`src/rtl/fas_pkg.sv`:
```
// fas_pkg: shared types and constants for the bit-serial add/subtract
// controller and its interface.
//   state_t : controller FSM states (IDLE, RUN, DONE)
//   OP_ADD  : op encoding for A+B
//   OP_SUB  : op encoding for A-B
package fas_pkg;

  typedef enum logic [1:0] {
    IDLE = 2'd0,
    RUN  = 2'd1,
    DONE = 2'd2
  } state_t;

  localparam logic OP_ADD = 1'b0;
  localparam logic OP_SUB = 1'b1;

endpackage

```
`src/rtl/fas_serial_ctrl_if.sv`:
```
// fas_serial_ctrl_if: request/response bundle of the serial add/sub unit.
//   start/op/a_in/b_in/abort : driven by the requester (master)
//   ready/done/result/cout_o/ovf/zero : driven by the controller (slave)
// Handshake: a request is accepted on a rising edge where start=1 and
// ready=1; op/a_in/b_in are sampled on that edge only. done pulses for one
// cycle when result and flags become valid; they hold until the next accept.
interface fas_serial_ctrl_if #(
  parameter int W = 8
);

  logic         start;
  logic         op;
  logic [W-1:0] a_in;
  logic [W-1:0] b_in;
  logic         abort;
  logic         ready;
  logic         done;
  logic [W-1:0] result;
  logic         cout_o;
  logic         ovf;
  logic         zero;

  modport master (
    output start, op, a_in, b_in, abort,
    input  ready, done, result, cout_o, ovf, zero
  );

  modport slave (
    input  start, op, a_in, b_in, abort,
    output ready, done, result, cout_o, ovf, zero
  );

endinterface

```
`src/rtl/fas.sv`:
```
// fas: 1-bit full adder/subtractor cell.
//   a, b : operand bits
//   cin  : carry in
//   a_ns : 0 -> {cout,s} = a + b + cin ; 1 -> {cout,s} = a + ~b + cin
//   s    : sum bit
//   cout : carry out
module fas (
  input  logic a,
  input  logic b,
  input  logic cin,
  input  logic a_ns,
  output logic s,
  output logic cout
);

  logic b_eff;

  assign b_eff = b ^ a_ns;
  assign s     = a ^ b_eff ^ cin;
  assign cout  = (a & b_eff) | (cin & (a ^ b_eff));

endmodule

```
`src/rtl/fas_serial_ctrl.sv`:
```
// fas_serial_ctrl: sequences one fas cell over W-bit operands, LSB first,
// one bit per clock.
//   clk       : clock, rising edge
//   rst_n     : asynchronous active-low reset
//   bus       : request/response bundle (slave side)
//   dbg_state : current FSM state, for observation only
// Latency: accept at edge 0, bit edges 1..W, done in the cycle after edge W,
// ready again in the cycle after edge W+1.
module fas_serial_ctrl
  import fas_pkg::*;
#(
  parameter int W = 8
) (
  input  logic                 clk,
  input  logic                 rst_n,
  fas_serial_ctrl_if.slave     bus,
  output state_t               dbg_state
);

  localparam int             CW   = (W > 1) ? $clog2(W) : 1;
  localparam logic [CW-1:0]  LAST = CW'(W - 1);

  state_t         state_q, state_d;
  logic [W-1:0]   a_sh_q, b_sh_q;
  logic           op_q;
  logic           carry_q;
  logic [CW-1:0]  cnt_q;
  // Partial sum lives here so an abort never disturbs the published result.
  logic [W-2:0]   work_q;
  logic [W-1:0]   result_q;
  logic           cout_q, ovf_q, zero_q;

  logic           s_bit, c_bit;
  logic [W-1:0]   res_next;

  fas u_fas (
    .a    (a_sh_q[0]),
    .b    (b_sh_q[0]),
    .cin  (carry_q),
    .a_ns (op_q),
    .s    (s_bit),
    .cout (c_bit)
  );

  // On the final bit edge the new sum bit becomes the MSB of the result.
  assign res_next = {s_bit, work_q};

  always_comb begin
    state_d = state_q;
    case (state_q)
      IDLE:    if (bus.start) state_d = RUN;
      RUN: begin
        if (bus.abort)          state_d = IDLE;
        else if (cnt_q == LAST) state_d = DONE;
      end
      DONE:    state_d = IDLE;
      default: state_d = IDLE;
    endcase
  end

  always_ff @(posedge clk or negedge rst_n) begin
    if (!rst_n) state_q <= IDLE;
    else        state_q <= state_d;
  end

  always_ff @(posedge clk or negedge rst_n) begin
    if (!rst_n) begin
      a_sh_q   <= '0;
      b_sh_q   <= '0;
      op_q     <= OP_ADD;
      carry_q  <= 1'b0;
      cnt_q    <= '0;
      work_q   <= '0;
      result_q <= '0;
      cout_q   <= 1'b0;
      ovf_q    <= 1'b0;
      zero_q   <= 1'b1;
    end else begin
      case (state_q)
        IDLE: begin
          if (bus.start) begin
            a_sh_q  <= bus.a_in;
            b_sh_q  <= bus.b_in;
            op_q    <= bus.op;
            // Subtract is A + ~B + 1: the +1 enters as the initial carry.
            carry_q <= bus.op;
            cnt_q   <= '0;
          end
        end
        RUN: begin
          if (!bus.abort) begin
            a_sh_q  <= a_sh_q >> 1;
            b_sh_q  <= b_sh_q >> 1;
            work_q  <= res_next[W-1:1];
            carry_q <= c_bit;
            if (cnt_q == LAST) begin
              result_q <= res_next;
              cout_q   <= c_bit;
              // carry_q still holds the carry into the MSB at this point.
              ovf_q    <= carry_q ^ c_bit;
              zero_q   <= (res_next == '0);
            end else begin
              cnt_q <= cnt_q + 1'b1;
            end
          end
        end
        default: ;
      endcase
    end
  end

  assign bus.ready  = (state_q == IDLE);
  assign bus.done   = (state_q == DONE);
  assign bus.result = result_q;
  assign bus.cout_o = cout_q;
  assign bus.ovf    = ovf_q;
  assign bus.zero   = zero_q;
  assign dbg_state  = state_q;

endmodule

```
`src/flat_wrapper.sv`:
```
// flat-port wrapper written by rule: the top's interface ports become plain ports
module fas_serial_ctrl_flat import fas_pkg::*;
#(
  parameter int W = 8
)
  (clk, rst_n, dbg_state, bus_start, bus_op, bus_a_in, bus_b_in, bus_abort, bus_ready, bus_done, bus_result, bus_cout_o, bus_ovf, bus_zero);
  fas_serial_ctrl_if #(.W(W)) bus_i ();
  input  logic clk;
  input  logic rst_n;
  output state_t dbg_state;
  input wire logic [$bits(bus_i.start)-1:0] bus_start;
  input wire logic [$bits(bus_i.op)-1:0] bus_op;
  input wire logic [$bits(bus_i.a_in)-1:0] bus_a_in;
  input wire logic [$bits(bus_i.b_in)-1:0] bus_b_in;
  input wire logic [$bits(bus_i.abort)-1:0] bus_abort;
  output wire logic [$bits(bus_i.ready)-1:0] bus_ready;
  output wire logic [$bits(bus_i.done)-1:0] bus_done;
  output wire logic [$bits(bus_i.result)-1:0] bus_result;
  output wire logic [$bits(bus_i.cout_o)-1:0] bus_cout_o;
  output wire logic [$bits(bus_i.ovf)-1:0] bus_ovf;
  output wire logic [$bits(bus_i.zero)-1:0] bus_zero;
  assign bus_i.start = bus_start;
  assign bus_i.op = bus_op;
  assign bus_i.a_in = bus_a_in;
  assign bus_i.b_in = bus_b_in;
  assign bus_i.abort = bus_abort;
  assign bus_ready = bus_i.ready;
  assign bus_done = bus_i.done;
  assign bus_result = bus_i.result;
  assign bus_cout_o = bus_i.cout_o;
  assign bus_ovf = bus_i.ovf;
  assign bus_zero = bus_i.zero;
  fas_serial_ctrl #(.W(W)) u_core (.clk(clk), .rst_n(rst_n), .bus(bus_i), .dbg_state(dbg_state));
endmodule
```
`config.mk`:
```
export PLATFORM = sky130hd
export DESIGN_NAME = fas_serial_ctrl_flat
export DESIGN_NICKNAME = d
export VERILOG_FILES = /design/src/rtl/fas_pkg.sv /design/src/rtl/fas_serial_ctrl_if.sv /design/src/rtl/fas.sv /design/src/rtl/fas_serial_ctrl.sv /design/src/flat_wrapper.sv
export SDC_FILE = /design/constraint.sdc
export NUM_CORES = 1
export LEC_CHECK = 0
export CORE_MARGIN = 2
export CORE_UTILIZATION = 53
export CTS_BUF_LIST = sky130_fd_sc_hd__clkbuf_16
export CTS_CLUSTER_DIAMETER = 60
export DETAILED_ROUTE_END_ITERATION = 10
export HOLD_SLACK_MARGIN = 0.1
export PLACE_DENSITY_LB_ADDON = 0.12
export SETUP_SLACK_MARGIN = 0.5
export SYNTH_ARGS = -nofsm -noshare
export SYNTH_HDL_FRONTEND = slang
export SYNTH_HIERARCHICAL = 1
export SYNTH_SLANG_ARGS = --single-unit
```
`constraint.sdc`:
```
create_clock -name clk -period 3.5 [get_ports clk]
set_input_delay 1.05 -clock clk [delete_from_list [all_inputs] [get_ports clk]]
set_output_delay 1.05 -clock clk [all_outputs]
set_load 0.03 [all_outputs]
```
---- Word level (Yosys, flattened, before mapping) ----
Cells that the tools add are included.
storage, ports and cells
  logic and storage cells ................. 53
  RAM bits ................................ 0
  latch bits .............................. 0
  output and inout bits ................... 15
  bits of input ports ..................... 21
  bits in registers ....................... 41
  memories ................................ 0
  ROM bits ................................ 0
operators by class
  bitwise gates (word level) .............. 8
  eq/ne operators ......................... 7
  $lt $le $gt $ge ......................... 0
  add/subtract/negate cells ............... 1
  shift operators ......................... 0
  mux-type cells .......................... 17
  divide/modulo/power cells ............... 0
  multipliers ............................. 0
  reductions and logical operators ........ 9
operators by type and width
  kind                                                                     number
  8-bit 2-to-1 mux                                                         4
  8-bit case mux with 2 select lines                                       2
  3-bit 2-to-1 mux                                                         3
  8-bit zero test                                                          1
  2-bit 2-to-1 mux                                                         3
  2-bit inequality test, second input constant                             3
  3-bit case mux with 2 select lines                                       1
  2-bit AND reduction                                                      3
  3-bit AND reduction                                                      2
  2-bit case mux with 2 select lines                                       1
  4-bit AND reduction                                                      1
  1-bit bitwise XOR                                                        4
  3-bit by 1-bit adder with 3-bit output, second input constant            1
  3-bit equality test, second input constant                               1
  3-bit by 2-bit inequality test with 1-bit output, second input constant  1
  1-bit bitwise AND                                                        2
  2-bit by 1-bit equality test with 1-bit output, second input constant    1
  2-bit equality test, second input constant                               1
  2-bit zero test                                                          1
  1-bit 2-to-1 mux                                                         2
  1-bit case mux with 2 select lines                                       1
  2-bit nonzero test                                                       1
  1-bit NOT                                                                1
  1-bit bitwise OR                                                         1

---- Longest topological paths before layout ----
  depth in word-level cells ............... 6
  gate-level depth with buffers ........... 7
  mapped depth without buffers ............ 6

---- Modules after synthesis ----
The synthesis kept the hierarchy.
modules (own cells, without submodules)
  module           cells each  instances  sequential area each (µm²)  area each (µm²)
  fas_serial_ctrl  137         1          1027.2                      1873.0
  fas              6           1          0.0                         43.8

---- Least setup slack after synthesis ----
No wires, ideal clock.
  path kind ............................... reg-to-output
  start ................................... register u_core.state_q[1] (netlist: u_core/dbg_state[1])
  end ..................................... output bus_done
  slack ................................... 1.220 ns
  cell stages (with the launch flop) ...... 3
  path buffers ............................ 1
  arrival time ............................ 1.230 ns
  data required time ...................... 2.450 ns
  path through ............................ dfrtp_1 > buf_2 > nor2b_1
between the ends
  cells in the longest elaborated chain, start to end .. 1
ends and longest elaborated chain
  item                      RTL line                text
  start: declaration        fas_serial_ctrl.sv:23   state_t state_q, state_d;
  start signal: assignment  fas_serial_ctrl.sv:63   else state_q <= state_d;
  2-bit equality test       fas_serial_ctrl.sv:113  assign bus.done = (state_q == DONE);
  end: declaration          flat_wrapper.sv:17      output wire logic [$bits(bus_i.done)-1:0] bus_done;
Every way passes these cells.

---- Final worst setup path ----
Same ends and word-level chain as after synthesis.

==> results by group <==
Clocking
  – Clock transition at the registers of the reported paths: 50 ps
  – Root buffer cell: clkbuf_16
  – Num CTS Buffers: 5
  – CTS tree: yes
  – CTS HTree Levels: 2
  – Cts repair resizes: 0
  – Setup bufs post-CTS: 0
  – Clock Tree Buf Depth: 2
  – Clock Latency Late Sink: 280 ps
  – # hold bufs at CTS: 0
  – Sink Count: 41

STA
  – Pins over their slew limit: 0
  – Achievable Freq: 0.365 GHz
  – Slew at the pin closest to its max-slew limit: 869 ps
  – Final Cycle Share: 78.3%
  – Relative slew margins: 42.1%
  – Final hold violation count: 0
  – Finish-stage setup viols: 0
  – Clk_skew: 4.64 ps
  – Final setup TNS: 0 ps
  – Period minus WS final: 2740 ps
  – Unrepaired setup endpoints after global routing: false

Synth
  – Dominant cell by count in the synthesized netlist: mux2_2
  – Synth warn: 6
  – Most instantiated cells after synthesis: mux2_2 (48), dfrtp_1 (40), nand2_1 (6)
  – Post-synth top flop: dfrtp_1
  – Sequential element share of the synthesized area: 53.6%
  – Post-synth cell types: 26
  – Number of synthesized register bits: 41
  – Synth Instances: 143
  – Top cell type by total area after synthesis: dfrtp_1
  – Post-synthesis cell area: 1920 um^2
  – Dominant cells by area after synthesis: dfrtp_1 (52%), mux2_2 (28%), a22o_1 (2.3%)
  – Synth Net Count: 167
  – Async S/R FF share, synth: 100%
  – Syn avg cell area: 13.4 um^2
  – Yosys top cell area share: 52.2%
  – Post-synth EDFFs: 0

Min path
  – Tightest Hold Check Type: reg2reg

Worst setup path
  – Data required, critical path: 2450 ps
  – Critical path cell sequence: nor2b_1, clkdlybuf4s50_1
  – Critical path peak fanout: 12
  – Critical path class: reg2out
  – Critical path arrival: 1690 ps
  – Crit-path slowest cell: clkdlybuf4s50_1
  – Critical path capture point type: output port
  – Startpoint types: flip-flop
  – Slowest stage delay, CP: 690 ps

Drt
  – Drc violations: 0
  – WL per Instance: 14.8 um
  – Via count: 1187
  – Post-route ant nets: 0
  – Detailed Route WL: 3.35 mm
  – Pre-antenna DRT Iters: 2
  – 1st-iter DRT viols: 38
  – Vias/cell: 5.25

Cells and area
  – Layout cells sized above 1: 33.3%
  – Ant diodes: 0
  – Final layout net count: 203
  – Final Non-Filler Cells: 226
  – Register Area: 1030 um^2
  – Multi-input logic area: 827 um^2
  – Filler cells: 260
  – Area delta synth->final: 27.6%

Pwr
  – Power Total: 1.61 mW
  – Reg power frac: 44.0%
  – Internal power: 1.18 mW
  – Clk pwr share: 30.9%
  – Comb pwr share: 25.0%
  – Max VDD drop: 0.459 mV
  – NetSw: 0.428 mW
  – Switching part of the total: 26.6%
  – Leak: 1.09 nW
  – Power density over the cells: 657 nW/um^2

Global routing
  – Vias in the first global route: 1259
  – Gr ovfl total: 0
  – All-Layer GR Usage: 18.6%
  – First-pass GRT wire length: 5.76 mm
  – Initial antenna violation count: 0
  – Pin count of the biggest net entering global routing: 42

Floorplanning
  – Die footprint: 4110 um^2
  – Rows: 21
  – Die width: 64.1 um
  – Core area: 3420 um^2
  – Starting Density: 56.1%
  – Die Ht: 64.1 um
  – I/O pins: 36

Placement
  – Dpl hpwl: 2.26 mm
  – Final RePlAce weighted congestion: 0.772
  – Dpl cells: 218
  – IO buf count: 35

Run status
  – Status: complete, no violations

Job
  – Max_cap viols: 0
routing by layer:
metal	vias to the layer above	share of wire, %	global-route usage (%)
li1	571	-	-
met1	588	43	21.1
met2	24	50	32.6
met3	4	5.6	5.99
met4	0	0.89	7.18
met5	-	0	0
final timing paths:
check | start | to | slack [ps] | depth (start not counted)
max | u_core/dbg_state[1] | bus_done | 760 | 2
min | u_core/bus.zero | u_core/bus.zero | 480 | 2
max reg2reg | u_core/dbg_state[1] | u_core/a_sh_q[6] | 1540 | 3
min reg2reg | u_core/bus.zero | u_core/bus.zero | 480 | 2
max in group asynchronous | rst_n | u_core/bus.result[0] | 2070 | 1
min in group asynchronous | rst_n | u_core/a_sh_q[6] | 890 | 1
worst max-delay path: cells and delay by family (launching register included):
kind          cells  cell delay (ps)
simple gates      1              180
buf+inv           1              690
flops             1              550
cell usage in the layout, fill, tap and decap left out, types with 3 or more instances in the layout:
cell type,netlist,routed
clkbuf_16,0,5
nand2_1,6,6
inv_1,5,6
mux2_2,48,48
a21oi_1,3,3
nor2b_1,5,5
nand2b_1,3,3
clkdlybuf4s50_1,0,34
a22o_1,5,5
o21ai_0,4,4
dfrtp_1,40,40
state kept, by name (all words and copies together), names as in the netlist:
| signal | flops |
|---|---|
| u_core/a_sh_q | 8 |
| u_core/b_sh_q | 8 |
| u_core/bus.result | 8 |
| u_core/work_q | 7 |
| u_core/cnt_q | 3 |
| u_core/dbg_state | 2 |
| u_core/bus.cout_o | 1 |
| u_core/bus.ovf | 1 |
| u_core/bus.zero | 1 |
| u_core/carry_q | 1 |
| u_core/op_q | 1 |
cells by family (layout without fill, tap and decap cells):
| group | after synthesis | in the layout | synth area share, % |
|---|---|---|---|
| muxes | 48 | 48 | 28.2 |
| adders and majority gates | 3 | 3 | 2.35 |
| buffers and inverters | 12 | 49 | 3.26 |
| xor gates and xnor gates | 2 | 2 | 0.914 |
| DFF | 41 | 41 | 53.6 |
| and+or+nand+nor | 22 | 22 | 6.33 |
| AOI/OAI and AO/OA | 15 | 15 | 5.35 |
power groups by stage:
stage               Combinational [mW]  Clock (mW)  Sequential [mW]
finish                           0.403       0.497            0.708
global route                     0.444       0.532            0.732
CTS                              0.407       0.511            0.709
detailed placement               0.401           0            0.715
global placement                 0.388           0            0.707
floorplan                        0.305           0            0.692
stage by stage:
stage / hold WS [ps] / utilization [%] / cell area, um^2 / setup slack, ps
after detailed placement: 474 / 66.8 / 2280 / 695
after CTS: 486 / 71.6 / 2450 / 730
after floorplan: 458 / - / 1920 / 1220
after global placement: 471 / 66.8 / 2280 / 744
after global routing: 524 / 71.6 / 2450 / 659
final: 480 / 71.6 / 2450 / 758
area by class of cell:
type,instances,area share [%]
clock buffer,5,5.12
clock inverter,3,1.53
inverter,5,0.767
multi-input combinational,90,33.8
sequential,41,42.0
tap,46,2.35
timing repair buffer,36,14.4
Power figures use the tool's default switching activity.
==> edit 1: new RTL, same settings <==
`W` is set to 8 in 3 places; all go to 16.
--- a/src/rtl/fas_serial_ctrl_if.sv
+++ b/src/rtl/fas_serial_ctrl_if.sv
@@ -6,5 +6,5 @@
 // cycle when result and flags become valid; they hold until the next accept.
 interface fas_serial_ctrl_if #(
-  parameter int W = 8
+  parameter int W = 16
 );
 
--- a/src/rtl/fas_serial_ctrl.sv
+++ b/src/rtl/fas_serial_ctrl.sv
@@ -10,5 +10,5 @@
   import fas_pkg::*;
 #(
-  parameter int W = 8
+  parameter int W = 16
 ) (
   input  logic                 clk,
--- a/src/flat_wrapper.sv
+++ b/src/flat_wrapper.sv
@@ -2,5 +2,5 @@
 module fas_serial_ctrl_flat import fas_pkg::*;
 #(
-  parameter int W = 8
+  parameter int W = 16
 )
   (clk, rst_n, dbg_state, bus_start, bus_op, bus_a_in, bus_b_in, bus_abort, bus_ready, bus_done, bus_result, bus_cout_o, bus_ovf, bus_zero);
Interface: changed (resized bus_a_in, bus_b_in and bus_result); port bits go from 36 to 60. The function was not compared with the original's and may differ.
==> edit 1 against the unedited design <==
- sequential cell count rose by 33
- sequential share of layout area increased by 1.4 points
- worst hold slack gained 21 ps
- non-clock buffer count grew 28
- register-to-register slack worse by 130 ps
- count of clock-buffer cells in the layout grew 4
- sequential power increased by 77%
- worst setup slack gained 12 ps
- via count up 87%
- power rose by 82%
- design area grew 75%
- routed wire length up 93%
- area after synthesis is 73% higher
- cell count rose by 75%
- largest power group unchanged
- highest routed layer unchanged
==> edit 1: results (changes against the unedited design) <==
Layout
The net count of the finished layout is 355 (+75%). The count of antenna diodes in the layout was 0 (unchanged). The number of filler cells placed in the layout is 420 (+62%). The fraction of layout cells with a size suffix above 1 is 0.199 (-0.134).

Clock tree
The level count of the clock H-tree was 3 (+1). The number of gates resized after cts is 0 (unchanged). The maximum number of buffers from clock root to sink is 2 (unchanged).

The clock transition at the registers of the reported paths is 50 ps (about the same). The number of buffers inserted by post-CTS setup repair was 0 (unchanged). The buffer type at the clock tree root is sky130_fd_sc_hd__clkbuf_16. The later-pin clock latency in the skew report was 320 ps (+40 ps). The TritonCTS buffer count is 9 (+4).

Outcome
The flow ran to the end, and the final reports show no timing, DRC or antenna violations.

Placed design
The HPWL reported at the end of detailed placement was 3960 um (+75%). The placed cell area came to 0.00392 mm^2 (+72%). The count of buffers inserted at the top-level ports is 59 (+69%). The last weighted congestion value of the routability-driven placer is 0.719 (-6.8%).

Global routing
The global router's overall resource usage came to 0.202 (+0.0155). The via count of the first global-routing pass is 2,331 (+85%). The fraction of met1 tracks used by global routing is 0.274 (+0.0622). The met2 track demand over resource is 0.307 (-0.0183). The first-pass GRT wire length is 11,200 um (+95%).

The global-route congestion overflow total came to 0 (unchanged). The largest net degree at the start of global routing is 75 (+79%). The initial antenna violation count is 0 (unchanged). The met3 layer usage reported by global route came to 0.0467 (-0.0131).

Detailed routing
The mean number of vias per cell was 5.59 (+6.4%). The remaining antenna violation count after routing is 0 (unchanged). The routed wirelength normalized by instance count came to 16.4 um (+10%). The number of detailed-route iterations in the first pass came to 5 (+3). The count of routing violations after the opening detailed-route iteration is 119 (+210%).

Power
The worst-case vdd ir drop was 0.376 mV (-18%). The power dissipated by switching net loads is 0.000779 W (+82%). The static leakage power came to 1.93 nW (+77%).

Worst setup path
The largest stage delay on the critical path is ~680 ps. In this design, the largest share of critical-path delay is due to buffers and inverters. The worst endpoint data arrival time is 1680 ps. The largest individual stage delay along the critical path comes from the cell sky130_fd_sc_hd__clkdlybuf4s50_1. The largest fanout on the critical path is 7 (-5).

Synthesis
The distinct cell type count of the synthesized netlist was 34 (+31%). The post-synthesis net count is 298 (+78%). The most frequently used flop master after synthesis is sky130_fd_sc_hd__dfrtp_1. The async set or reset register ratio after synthesis is 1.00 (unchanged).

The share of the yosys chip area belonging to registers is 0.558 (+0.0217). Yosys attributes the largest share of cell area to sky130_fd_sc_hd__dfrtp_1, sky130_fd_sc_hd__mux2_2, sky130_fd_sc_hd__mux2i_1. By count the netlist is led by sky130_fd_sc_hd__dfrtp_1, sky130_fd_sc_hd__mux2_2, sky130_fd_sc_hd__mux2i_1, sky130_fd_sc_hd__a21oi_1, sky130_fd_sc_hd__nor3_1. The warning count from the yosys run is 6 (unchanged).

STA
The clock tree skew after final layout is 5.66 ps (+1.02 ps). The slew at the pin with the worst max-slew slack is 914 ps (+45.4 ps).

Worst hold path
The min-delay analysis places its worst path in the category flip-flop to flip-flop.

Run
The count of max-cap constraint violations is 0 (unchanged).
[edit 1: cell count changes after synthesis, sizes merged, moves of 4 or more]
cell,delta
a21oi,+25
buf,+9
dfrtp,+33
mux2,-9
mux2i,+30
nand2,-5
nor3,+29
o21ai,-4
[edit 1: worst paths after layout]
kind / startpoint / end / depth (start not counted) / slack, ps
worst max-delay path: u_core/dbg_state[1] / bus_done / 2 / 770
worst min register to register: u_core/a_sh_q[15] / u_core/a_sh_q[15] / 1 / 500
worst max register to register: u_core/dbg_state[1] / u_core/bus.result[8] / 4 / 1410
max in group asynchronous: rst_n / u_core/a_sh_q[13] / 1 / 2050
worst min-delay path: u_core/a_sh_q[15] / u_core/a_sh_q[15] / 1 / 500
min in group asynchronous: rst_n / u_core/a_sh_q[6] / 1 / 860
[edit 1: layer usage]
layer  vias to the layer above  share of wire
li1                       1059              -
met1                      1083           0.46
met5                         -              0
met3                         8          0.051
met2                        64           0.48
met4                         0          0.015
[edit 1: cell type report]
type,count,share of cell area
Sequential cell,74,0.434
Multi-Input combinational cell,160,0.308
Timing Repair Buffer,64,0.146
Clock buffer,9,0.0527
Clock inverter,7,0.0310
Tap cell,75,0.0220
Inverter,7,0.00615
[edit 1: cell families (layout without fill, tap and decap cells)]
| group | after synthesis | in the layout | share of synthesized area |
|---|---|---|---|
| AO/OA/AOI/OAI | 37 | 37 | 0.0640 |
| XOR/XNOR | 2 | 2 | 0.00527 |
| adder cells (fa/ha/maj) | 2 | 2 | 0.00979 |
| buffers and inverters | 25 | 87 | 0.0467 |
| flip-flops | 74 | 74 | 0.558 |
| multiplexers | 69 | 69 | 0.223 |
| AND/OR/NAND/NOR | 50 | 50 | 0.0941 |
[edit 1: power by group through the flow]
stage | registers, W | clock network (W) | logic, W
floorplan | 0.00121 | 0 | 0.000447
global placement | 0.00125 | 0 | 0.000564
detailed placement | 0.00126 | 0 | 0.000582
CTS | 0.00125 | 0.00111 | 0.000594
global route | 0.00128 | 0.00114 | 0.000661
finish | 0.00125 | 0.00109 | 0.000585
[edit 1: stage by stage]
stage | total power (W) | hold WS [ps] | setup WS [ps] | cells | utilization
floorplan | 0.00165 | 465 | 1290 | 259 | -
global placement | 0.00181 | 463 | 612 | 380 | 0.654
detailed placement | 0.00184 | 490 | 552 | 380 | 0.654
CTS | 0.00295 | 502 | 740 | 396 | 0.713
global route | 0.00308 | 521 | 675 | 396 | 0.713
finish | 0.00292 | 501 | 770 | 396 | 0.713
==> edit 2: new RTL, config.mk and constraints unchanged <==
Made on the original files. Make the reset (`rst_n`) synchronous in 2 clocked blocks. Comments in the files are not updated.
--- a/src/rtl/fas_serial_ctrl.sv
+++ b/src/rtl/fas_serial_ctrl.sv
@@ -59,10 +59,10 @@
   end
 
-  always_ff @(posedge clk or negedge rst_n) begin
+  always_ff @(posedge clk) begin
     if (!rst_n) state_q <= IDLE;
     else        state_q <= state_d;
   end
 
-  always_ff @(posedge clk or negedge rst_n) begin
+  always_ff @(posedge clk) begin
     if (!rst_n) begin
       a_sh_q   <= '0;
Check against the original RTL: differs if rst_n is asserted again (counterexample within 4 cycles, from zero or initial values and one cycle with rst_n low); with rst_n held inactive, the same outputs for 10 cycles.
==> edit 2 against the unedited design <==
- routed wire length is 10% higher
- worst setup slack worse by 19 ps
- design area is 6.3% lower
- area after synthesis is 7.6% lower
- worst hold slack worse by 18 ps
- sequential cell count stayed put
- synthesized cell count is 24% higher
- critical path type unchanged
Power is not compared: it rests on default switching activity, and its combinational part moved more than twofold at a synthesized area within 25%.
==> edit 2: results (changes against the unedited design) <==
Worst setup path
The critical register-to-register path startpoint is u_core/dbg_state[0]. The register-to-register path setup slack is 1610 ps (+70 ps). The terminus of the critical flop-to-flop path is u_core/a_sh_q[0].

The worst endpoint data arrival time is 1710 ps (+20 ps).

Global routing
The global router's overall resource usage is 0.221 (+0.0344). The largest net degree at the start of global routing came to 29 (-31%). The first-pass GRT wire length came to 6120 um (+6.2%).

Synthesis
The share of the yosys chip area belonging to registers is 0.463 (-0.0726). The synthesized netlist cell count is 177 (+24%). The post-synthesis net count is 201 (+20%).

The distinct cell type count of the synthesized netlist is 36 (+38%). Sorting the synthesized cells by how often they occur yields sky130_fd_sc_hd__dfxtp_1, sky130_fd_sc_hd__nand2_1, sky130_fd_sc_hd__a21boi_0, sky130_fd_sc_hd__o21a_1, sky130_fd_sc_hd__o221a_1. Yosys attributes the largest share of cell area to sky130_fd_sc_hd__dfxtp_1, sky130_fd_sc_hd__nand2_1, sky130_fd_sc_hd__o221a_1. The async set or reset register ratio after synthesis was 0 (-1.00). In the synthesized netlist the dominant register cell turns out to be sky130_fd_sc_hd__dfxtp_1.

Placed design
The post-placement worst setup slack came to 629 ps (-66.9 ps). The HPWL reported at the end of detailed placement is 2480 um (+9.5%). The count of buffers inserted at the top-level ports is 35 (unchanged). The last weighted congestion value of the routability-driven placer is 0.762 (-1.2%). The cell count after placement is 245 (+12%).

Worst hold path
The startpoint of the most critical hold path is u_core/bus.result[5]. The number of cells on the worst hold path is 2 (unchanged).

Layout
The post-route non-filler standard cell count is 253 (+12%). The synthesis-to-layout area growth is 29.3%. The net count of the finished layout is 232 (+14%). The fraction of layout cells with a size suffix above 1 is 0.105 (-0.228).

STA
The clock tree skew after final layout is 4.49 ps (-0.145 ps). The headroom to the max-slew limit is 0.434 (+0.0132). The worst hold slack after final layout was 462 ps (-17.6 ps).

Clock tree
The maximum number of buffers from clock root to sink is 2 (unchanged). The buffer type at the clock tree root is sky130_fd_sc_hd__clkbuf_16.

Power
IR analysis of the VDD net gives a maximum drop of about 0.36 mV.

Detailed routing
The final wirelength is 3700 um (+10%). The number of detailed-route iterations in the first pass is 4 (+2). The count of routing violations after the opening detailed-route iteration is 63 (+66%).

The mean number of vias per cell is 5.58 (+6.3%).

Outcome
The flow ran to the end, and the final reports show no timing, DRC or antenna violations.
edit 2: changes by cell type after synthesis, sizes merged, moves of 14 or more:
cell | unedited run | this run
nand2 | 6 | 39
o21a | 0 | 14
mux2 | 48 | 0
dfxtp | 0 | 41
a21boi | 0 | 16
o221a | 0 | 15
dfrtp | 40 | 0
edit 2: cells by family after synthesis:
logic type               synth area share
buffers and inverters              0.0664
multiplexers                      0.00565
XOR/XNOR                          0.00989
adder cells (fa/ha/maj)            0.0254
flip-flops                          0.463
AO/OA/AOI/OAI                       0.272
AND/OR/NAND/NOR                     0.157
edit 2: layout make-up:
type,instances,area share
multi-input combinational,117,0.364
sequential,41,0.358
timing repair buffer,38,0.163
clock buffer,5,0.0546
clock inverter,3,0.0284
tap,44,0.0240
inverter,5,0.00819
edit 2: power by group:
group          internal, W  total (W)  switching [W]
clock             0.000407   0.000581       0.000174
sequential        0.000488   0.000503      0.0000144
combinational    0.0000649   0.000120      0.0000548
edit 2: worst register-to-register path, delay by kind of cell, from the launching register on:
family | cells | cell delay [ps]
AOI/OAI and AO/OA | 2 | 540
DFF | 1 | 500
and+or+nand+nor | 1 | 750
edit 2: worst max path at each step:
stage                                   start               end  slack [ps]  cells past startpoint
after CTS                 u_core/dbg_state[1]          bus_done         730                      2
after floorplan                     bus_abort  u_core/a_sh_q[1]        1410                      5
after detailed placement            bus_abort  u_core/a_sh_q[0]         630                      4
after global placement              bus_abort  u_core/a_sh_q[0]         680                      4
final                     u_core/dbg_state[1]          bus_done         740                      2
after global routing      u_core/dbg_state[1]          bus_done         670                      2
edit 2: per-layer routing:
metal	track usage	up-vias	wire length, um
li1	-	693	-
met1	0.279	673	1750
met2	0.355	42	1750
met3	0.0745	4	171
met4	0.0729	0	31
met5	0	-	0
